===== src/rtl/icarus_pkg.sv =====
// Shared constants and receiver state encoding for the Icarus getwork receiver.
package icarus_pkg;

    localparam int WORK_BYTES = 84;
    localparam int WORK_BITS  = WORK_BYTES * 8;

    typedef enum logic [2:0] {
        RX_IDLE,
        RX_START,
        RX_DATA,
        RX_STOP,
        RX_BREAK
    } rx_state_t;

endpackage


===== src/rtl/icarus_work_rx_uart_rx_byte.sv =====
// 8N1 byte receiver: input synchroniser, bit timing and START/DATA/STOP FSM.
// Exposes rx_idle only when ICARUS_RX_TIMEOUT_EN is defined (used by the gap timer).
module uart_rx_byte
    import icarus_pkg::*;
#(
    parameter int comm_clk_frequency = 100_000_000,
    parameter int baud_rate          = 115_200
) (
    input  logic       clk,
    input  logic       rst_n,
    input  logic       RxD,
    output logic [7:0] byte_data,
    output logic       byte_valid,
    output logic       stop_err
`ifdef ICARUS_RX_TIMEOUT_EN
   ,output logic       rx_idle
`endif
);

    localparam int BIT_CYCLES  = comm_clk_frequency / baud_rate;
    localparam int HALF_CYCLES = BIT_CYCLES / 2;
    localparam int TMR_W       = $clog2(BIT_CYCLES + 1);

    logic             sync_1;
    logic             sync_2;
    rx_state_t        state;
    rx_state_t        state_next;
    logic [TMR_W-1:0] timer;
    logic [2:0]       bit_idx;
    logic             tick;

    assign tick = (timer == '0);

    // The line idles high, so the synchroniser resets to 1 to avoid a false start.
    always_ff @(posedge clk or negedge rst_n) begin
        if (!rst_n) begin
            sync_1 <= 1'b1;
            sync_2 <= 1'b1;
        end else begin
            sync_1 <= RxD;
            sync_2 <= sync_1;
        end
    end

    always_ff @(posedge clk or negedge rst_n) begin
        if (!rst_n) begin
            state <= RX_IDLE;
        end else begin
            state <= state_next;
        end
    end

    always_comb begin
        state_next = state;
        byte_valid = 1'b0;
        stop_err   = 1'b0;
        case (state)
            RX_IDLE:  if (!sync_2) state_next = RX_START;
            RX_START: if (tick) state_next = sync_2 ? RX_IDLE : RX_DATA;
            RX_DATA:  if (tick && bit_idx == 3'd7) state_next = RX_STOP;
            RX_STOP: begin
                if (tick) begin
                    byte_valid = sync_2;
                    stop_err   = !sync_2;
                    state_next = sync_2 ? RX_IDLE : RX_BREAK;
                end
            end
            RX_BREAK: if (sync_2) state_next = RX_IDLE;
            default:  state_next = RX_IDLE;
        endcase
    end

    // Timer is preloaded to half a bit while idle so START samples mid start bit.
    always_ff @(posedge clk or negedge rst_n) begin
        if (!rst_n) begin
            timer     <= '0;
            bit_idx   <= '0;
            byte_data <= '0;
        end else begin
            case (state)
                RX_IDLE: begin
                    timer   <= TMR_W'(HALF_CYCLES - 1);
                    bit_idx <= '0;
                end
                RX_START, RX_STOP: begin
                    timer <= tick ? TMR_W'(BIT_CYCLES - 1) : timer - 1'b1;
                end
                RX_DATA: begin
                    if (tick) begin
                        timer     <= TMR_W'(BIT_CYCLES - 1);
                        byte_data <= {sync_2, byte_data[7:1]};
                        bit_idx   <= bit_idx + 3'd1;
                    end else begin
                        timer <= timer - 1'b1;
                    end
                end
                default: timer <= timer;
            endcase
        end
    end

`ifdef ICARUS_RX_TIMEOUT_EN
    assign rx_idle = (state == RX_IDLE);
`endif

endmodule


===== src/rtl/icarus_work_rx.sv =====
// Getwork frame assembler: collects WORK_BYTES good UART bytes into one work word.
// Optional inter-byte gap timeout is built when ICARUS_RX_TIMEOUT_EN is defined.
module icarus_work_rx #(
    parameter int comm_clk_frequency = 100_000_000,
    parameter int baud_rate          = 115_200,
    parameter int WORK_BYTES         = icarus_pkg::WORK_BYTES,
    parameter int GAP_TIMEOUT_CYCLES = comm_clk_frequency / 10
) (
    input  logic                    clk,
    input  logic                    rst_n,
    input  logic                    RxD,
    output logic [8*WORK_BYTES-1:0] work_data,
    output logic                    work_valid,
    output logic                    rx_busy,
    output logic                    frame_err
);

    localparam int W     = 8 * WORK_BYTES;
    localparam int CNT_W = $clog2(WORK_BYTES + 1);

    logic [7:0]       byte_data;
    logic             byte_valid;
    logic             stop_err;
    logic [W-1:0]     shift_reg;
    logic [CNT_W-1:0] count;
    logic             last_byte;

`ifdef ICARUS_RX_TIMEOUT_EN
    localparam int GAP_W = $clog2(GAP_TIMEOUT_CYCLES + 1);
    logic             rx_idle;
    logic [GAP_W-1:0] gap_cnt;
    logic             gap_timeout;
`endif

    uart_rx_byte #(
        .comm_clk_frequency(comm_clk_frequency),
        .baud_rate         (baud_rate)
    ) u_rx (
        .clk       (clk),
        .rst_n     (rst_n),
        .RxD       (RxD),
        .byte_data (byte_data),
        .byte_valid(byte_valid),
        .stop_err  (stop_err)
`ifdef ICARUS_RX_TIMEOUT_EN
       ,.rx_idle   (rx_idle)
`endif
    );

    assign rx_busy   = (count != '0);
    assign last_byte = (count == CNT_W'(WORK_BYTES - 1));

`ifdef ICARUS_RX_TIMEOUT_EN
    // Gap time only accrues between bytes of a frame that has already started.
    assign gap_timeout = rx_busy && rx_idle && (gap_cnt == GAP_W'(GAP_TIMEOUT_CYCLES - 1));

    always_ff @(posedge clk or negedge rst_n) begin
        if (!rst_n) begin
            gap_cnt <= '0;
        end else if (byte_valid || !rx_busy || gap_timeout) begin
            gap_cnt <= '0;
        end else if (rx_idle) begin
            gap_cnt <= gap_cnt + 1'b1;
        end
    end
`endif

    // Aborts only zero the byte count; the next full frame overwrites shift_reg completely.
    always_ff @(posedge clk or negedge rst_n) begin
        if (!rst_n) begin
            shift_reg  <= '0;
            count      <= '0;
            work_data  <= '0;
            work_valid <= 1'b0;
            frame_err  <= 1'b0;
        end else begin
            work_valid <= 1'b0;
            frame_err  <= 1'b0;
            if (stop_err) begin
                count     <= '0;
                frame_err <= 1'b1;
            end else if (byte_valid) begin
                shift_reg <= {shift_reg[W-9:0], byte_data};
                if (last_byte) begin
                    work_data  <= {shift_reg[W-9:0], byte_data};
                    work_valid <= 1'b1;
                    count      <= '0;
                end else begin
                    count <= count + 1'b1;
                end
            end
`ifdef ICARUS_RX_TIMEOUT_EN
            else if (gap_timeout) begin
                count     <= '0;
                frame_err <= 1'b1;
            end
`endif
        end
    end

endmodule


===== config.mk =====
export PLATFORM = sky130hd
export DESIGN_NAME = icarus_work_rx
export DESIGN_NICKNAME = d
export VERILOG_FILES = /design/src/rtl/icarus_pkg.sv /design/src/rtl/icarus_work_rx_uart_rx_byte.sv /design/src/rtl/icarus_work_rx.sv
export SDC_FILE = /design/constraint.sdc
export NUM_CORES = 2
export LEC_CHECK = 0
export ABC_AREA = 1
export CORE_ASPECT_RATIO = 0.6
export CORE_MARGIN = 2
export CORE_UTILIZATION = 31
export DETAILED_ROUTE_END_ITERATION = 8
export DONT_BUFFER_PORTS = 1
export GPL_TIMING_DRIVEN = 0
export PLACE_DENSITY = 0.53
export REMOVE_ABC_BUFFERS = 1
export SLEW_MARGIN = 20
export SYNTH_ARGS = -nofsm -noshare
export SYNTH_HDL_FRONTEND = slang
export SYNTH_SLANG_ARGS = --single-unit

===== constraint.sdc =====
create_clock -name clk -period 1.85 [get_ports clk]
set_input_delay 0.37 -clock clk [delete_from_list [all_inputs] [get_ports clk]]
set_output_delay 0.37 -clock clk [all_outputs]
set_load 0.02 [all_outputs]

==> results.toml <==
[outcome]
status = "finished, violations left"
violations = "hold timing, setup timing"

[sta]
worst_slew_pin_slew_ns = 0.8197
max_freq_ghz = 0.3917
slew_viol_final = 0
setup_ws_ns = -0.7031
min_period_over_period_pct = 138.0
hold_viol = 142
rsz0062_at_grt = "true"
whs_ns = -0.3746
period_needed_ns = 2.553
slew_headroom_pct = 45.35
clock_skew_ns = 0.04091
setup_viol = 1359

[synthesis]
ys_ff_latch = 1371
synth_edf_count = 0
yosysSeqAreaShare_pct = 65.80
synthDistinctLibCells = 25
yosys-top-cells-area = "dfrtp_1, nand2_1, buf_6"
yosys-top-cells-count = "nand2_1, dfrtp_1, buf_2"
synth_top_area_share_pct = 65.70
syn_area_mm2 = 0.05214
yosys_warnings = 0
synth_top_area_cell = "dfrtp_1"
async_flop_share_pct = 100.0
ys.flop_type = "dfrtp_1"
yosysMostFrequentCell = "nand2_1"
postSynthAreaPerCell_um2 = 8.877
synth_cells = 5874

[layout]
drive_gt1_share_pct = 13.92
fin_cells = 8433
area.growth.synth_to_final_pct = 26.90
fin_nets = 6099
antennaDiodeCount = 0
design_area_mm2 = 0.06617
finish.utilization_pct = 39.64
largest_reg_flops = 672

[place]
hpwl_mm = 87.23
placed_area_mm2 = 0.05524
dp.cells = 7909
port-buffer-count = 0
place_congestion = 0.7567

[power_and_ir_drop]
pwr-share-comb_pct = 1.1
power_frac_seq_pct = 49.4
p_sw_share_pct = 21.82
netSwitchingPower_uw = 13250
p_per_area_mw_per_mm2 = 917.8
p_int_uw = 47480
peakVddDrop_v = 0.0006046
power_frac_clock_pct = 49.5
total_leakage_power_uw = 0.03800

[setup_path]
crit_fanout = 8
start_kind = "flip-flop"
cp_common_cell = "buf_16"
crit_type = "flip-flop to flip-flop"
crit_family = "buffers and inverters"
required_ns = 2.56
critPathMaxStageDelay_ns = 0.40
cp_slowest_cell = "dfrtp_1"
critPathCaptureType = "flip-flop"
cp.buffers_inverters = 10
arrival_ns = 3.26
worst-path-stages = 17
r2r_cells = 17
cp_cell_sequence = "inv_2 > ha_4 > nand3_4 > nor2_4 > buf_6 > nand4_4 > nor2_4 > buf_12 > buf_16 > buf_16 > buf_16 > buf_16 > buf_16 > buf_16 > buf_16 > nand2_1 > nand2_1"

[global_route]
grt_use_total_pct = 17.50
grt_overflow = 0
grt_max_degree = 181
antenna_found_initial = 2
grt_pass1_vias = 36878
grt_pass1_wl_mm = 235.5

[clock_tree]
cts_buffers = 148
clock_latency_ns = 0.79
cts_max_level = 4
cts_sinks = 1371
cts-root-buf = "clkbuf_16"
cts_tree = "built"
clk_pin_slew_ns = 0.06
clockBufferDepth = 4
hold_buffers = 1

[route]
vias = 38551
wl_met1_mm = 73.47
drc_errors = 0
wl_mm = 160.8
drt_pre_antenna_iters = 6
dr_wl_met2_mm = 72.01
post_drt_via_cell_ratio = 4.571
highest_layer = "met5"
wl_met3_mm = 11.85
wl_per_cell_um = 19.07
drtIter0Drc = 3320
antenna_left = 0

[die]
die-area_mm2 = 0.1716
initial_core_util_pct = 31.24
fp.dieW_um = 533.5
die_h_um = 321.7
rows = 116
core-area_mm2 = 0.1669
io_pins = 678

[worst_hold_path]
hold_class = "primary input to async pin"

[run]
maxCapViolCount = 0
per-stage QoR:
stage          worst slack (ns)  TNS (ns)  power, uW
3_3_place_gp             -53.84         -      30550
6_report                -0.7031   -643.34      60730
3_5_place_dp             -2.000  -2384.63      31230
4_1_cts                 -0.6267   -740.04      61630
5_1_grt                 -0.7989   -793.08      62960
2_1_floorplan            -19.51         -      30550
path summary, 6_finish.rpt:
check                                          startpoint                         end  slack, ns
max in group asynchronous                           rst_n  shift_reg[227]$_DFFE_PN0P_       0.32
worst max-delay path            u_rx.timer[0]$_DFFE_PN0P_  work_data[582]$_DFFE_PN0P_      -0.70
worst min register to register      u_rx.sync_1$_DFF_PN1_       u_rx.sync_2$_DFF_PN1_       0.36
worst min-delay path                                rst_n  work_data[108]$_DFFE_PN0P_      -0.37
worst max register to register  u_rx.timer[0]$_DFFE_PN0P_  work_data[582]$_DFFE_PN0P_      -0.70
min in group clk                                      RxD       u_rx.sync_1$_DFF_PN1_       0.18
per-layer routing:
metal / track usage (%) / vias up
li1: - / 18198
met1: 24.53 / 19207
met2: 26.42 / 930
met3: 5.163 / 214
met4: 4.349 / 2
met5: 0 / -
cell usage in the layout, fill, tap and decap left out, types with 23 or more instances in the layout:
cell	n
buf_12	42
buf_16	104
buf_4	108
bufbuf_16	30
clkbuf_1	25
clkbuf_16	196
clkbuf_8	27
dfrtp_1	1368
inv_1	33
nand2_1	3817
nand2_2	164
nand2_4	88
o21ai_0	23
worst register-to-register path, stage by stage (launching register included):
cell     delay [ns]
dfrtp_1        0.40
inv_2          0.09
ha_4           0.15
nand3_4        0.08
nor2_4         0.12
buf_6          0.13
nand4_4        0.15
nor2_4         0.19
buf_12         0.13
buf_16         0.11
buf_16         0.11
buf_16         0.11
buf_16         0.12
buf_16         0.14
buf_16         0.16
buf_16         0.16
nand2_1        0.08
nand2_1        0.07
layout make-up:
cell class                      instances  area [um2]
Fill cell                           16489      100700
Sequential cell                      1371       34310
Multi-Input combinational cell       4168       17020
Timing Repair Buffer                  363        7069
Clock buffer                          200        4169
Tap cell                             2242        2805
Clock inverter                         50       648.1
Inverter                               39       152.6
cells by family after synthesis:
kind of cell               share of synthesized area (%)
DFF                                                65.80
xor gates and xnor gates                          0.1176
buffers and inverters                              3.842
and+or+nand+nor                                    29.81
AOI/OAI and AO/OA                                 0.3095
adders and majority gates                         0.1200
power groups by stage:
stage / Clock (uW) / Sequential [uW] / Combinational [uW]
2_1_floorplan: 0 / 30600 / 2.18
3_3_place_gp: 0 / 30500 / 2.64
3_5_place_dp: 0 / 30500 / 689
4_1_cts: 31000 / 30000 / 691
5_1_grt: 32200 / 30000 / 820
6_report: 30100 / 30000 / 691
repair_timing:
action	in CTS	in global routing
buffers inserted	101	63
pin swaps	20	146
gates cloned	65	52
endpoints found under the setup margin	1675	1979
endpoints found under the hold margin	143	142
gates resized for setup	142	358
Power figures use the tool's default switching activity.
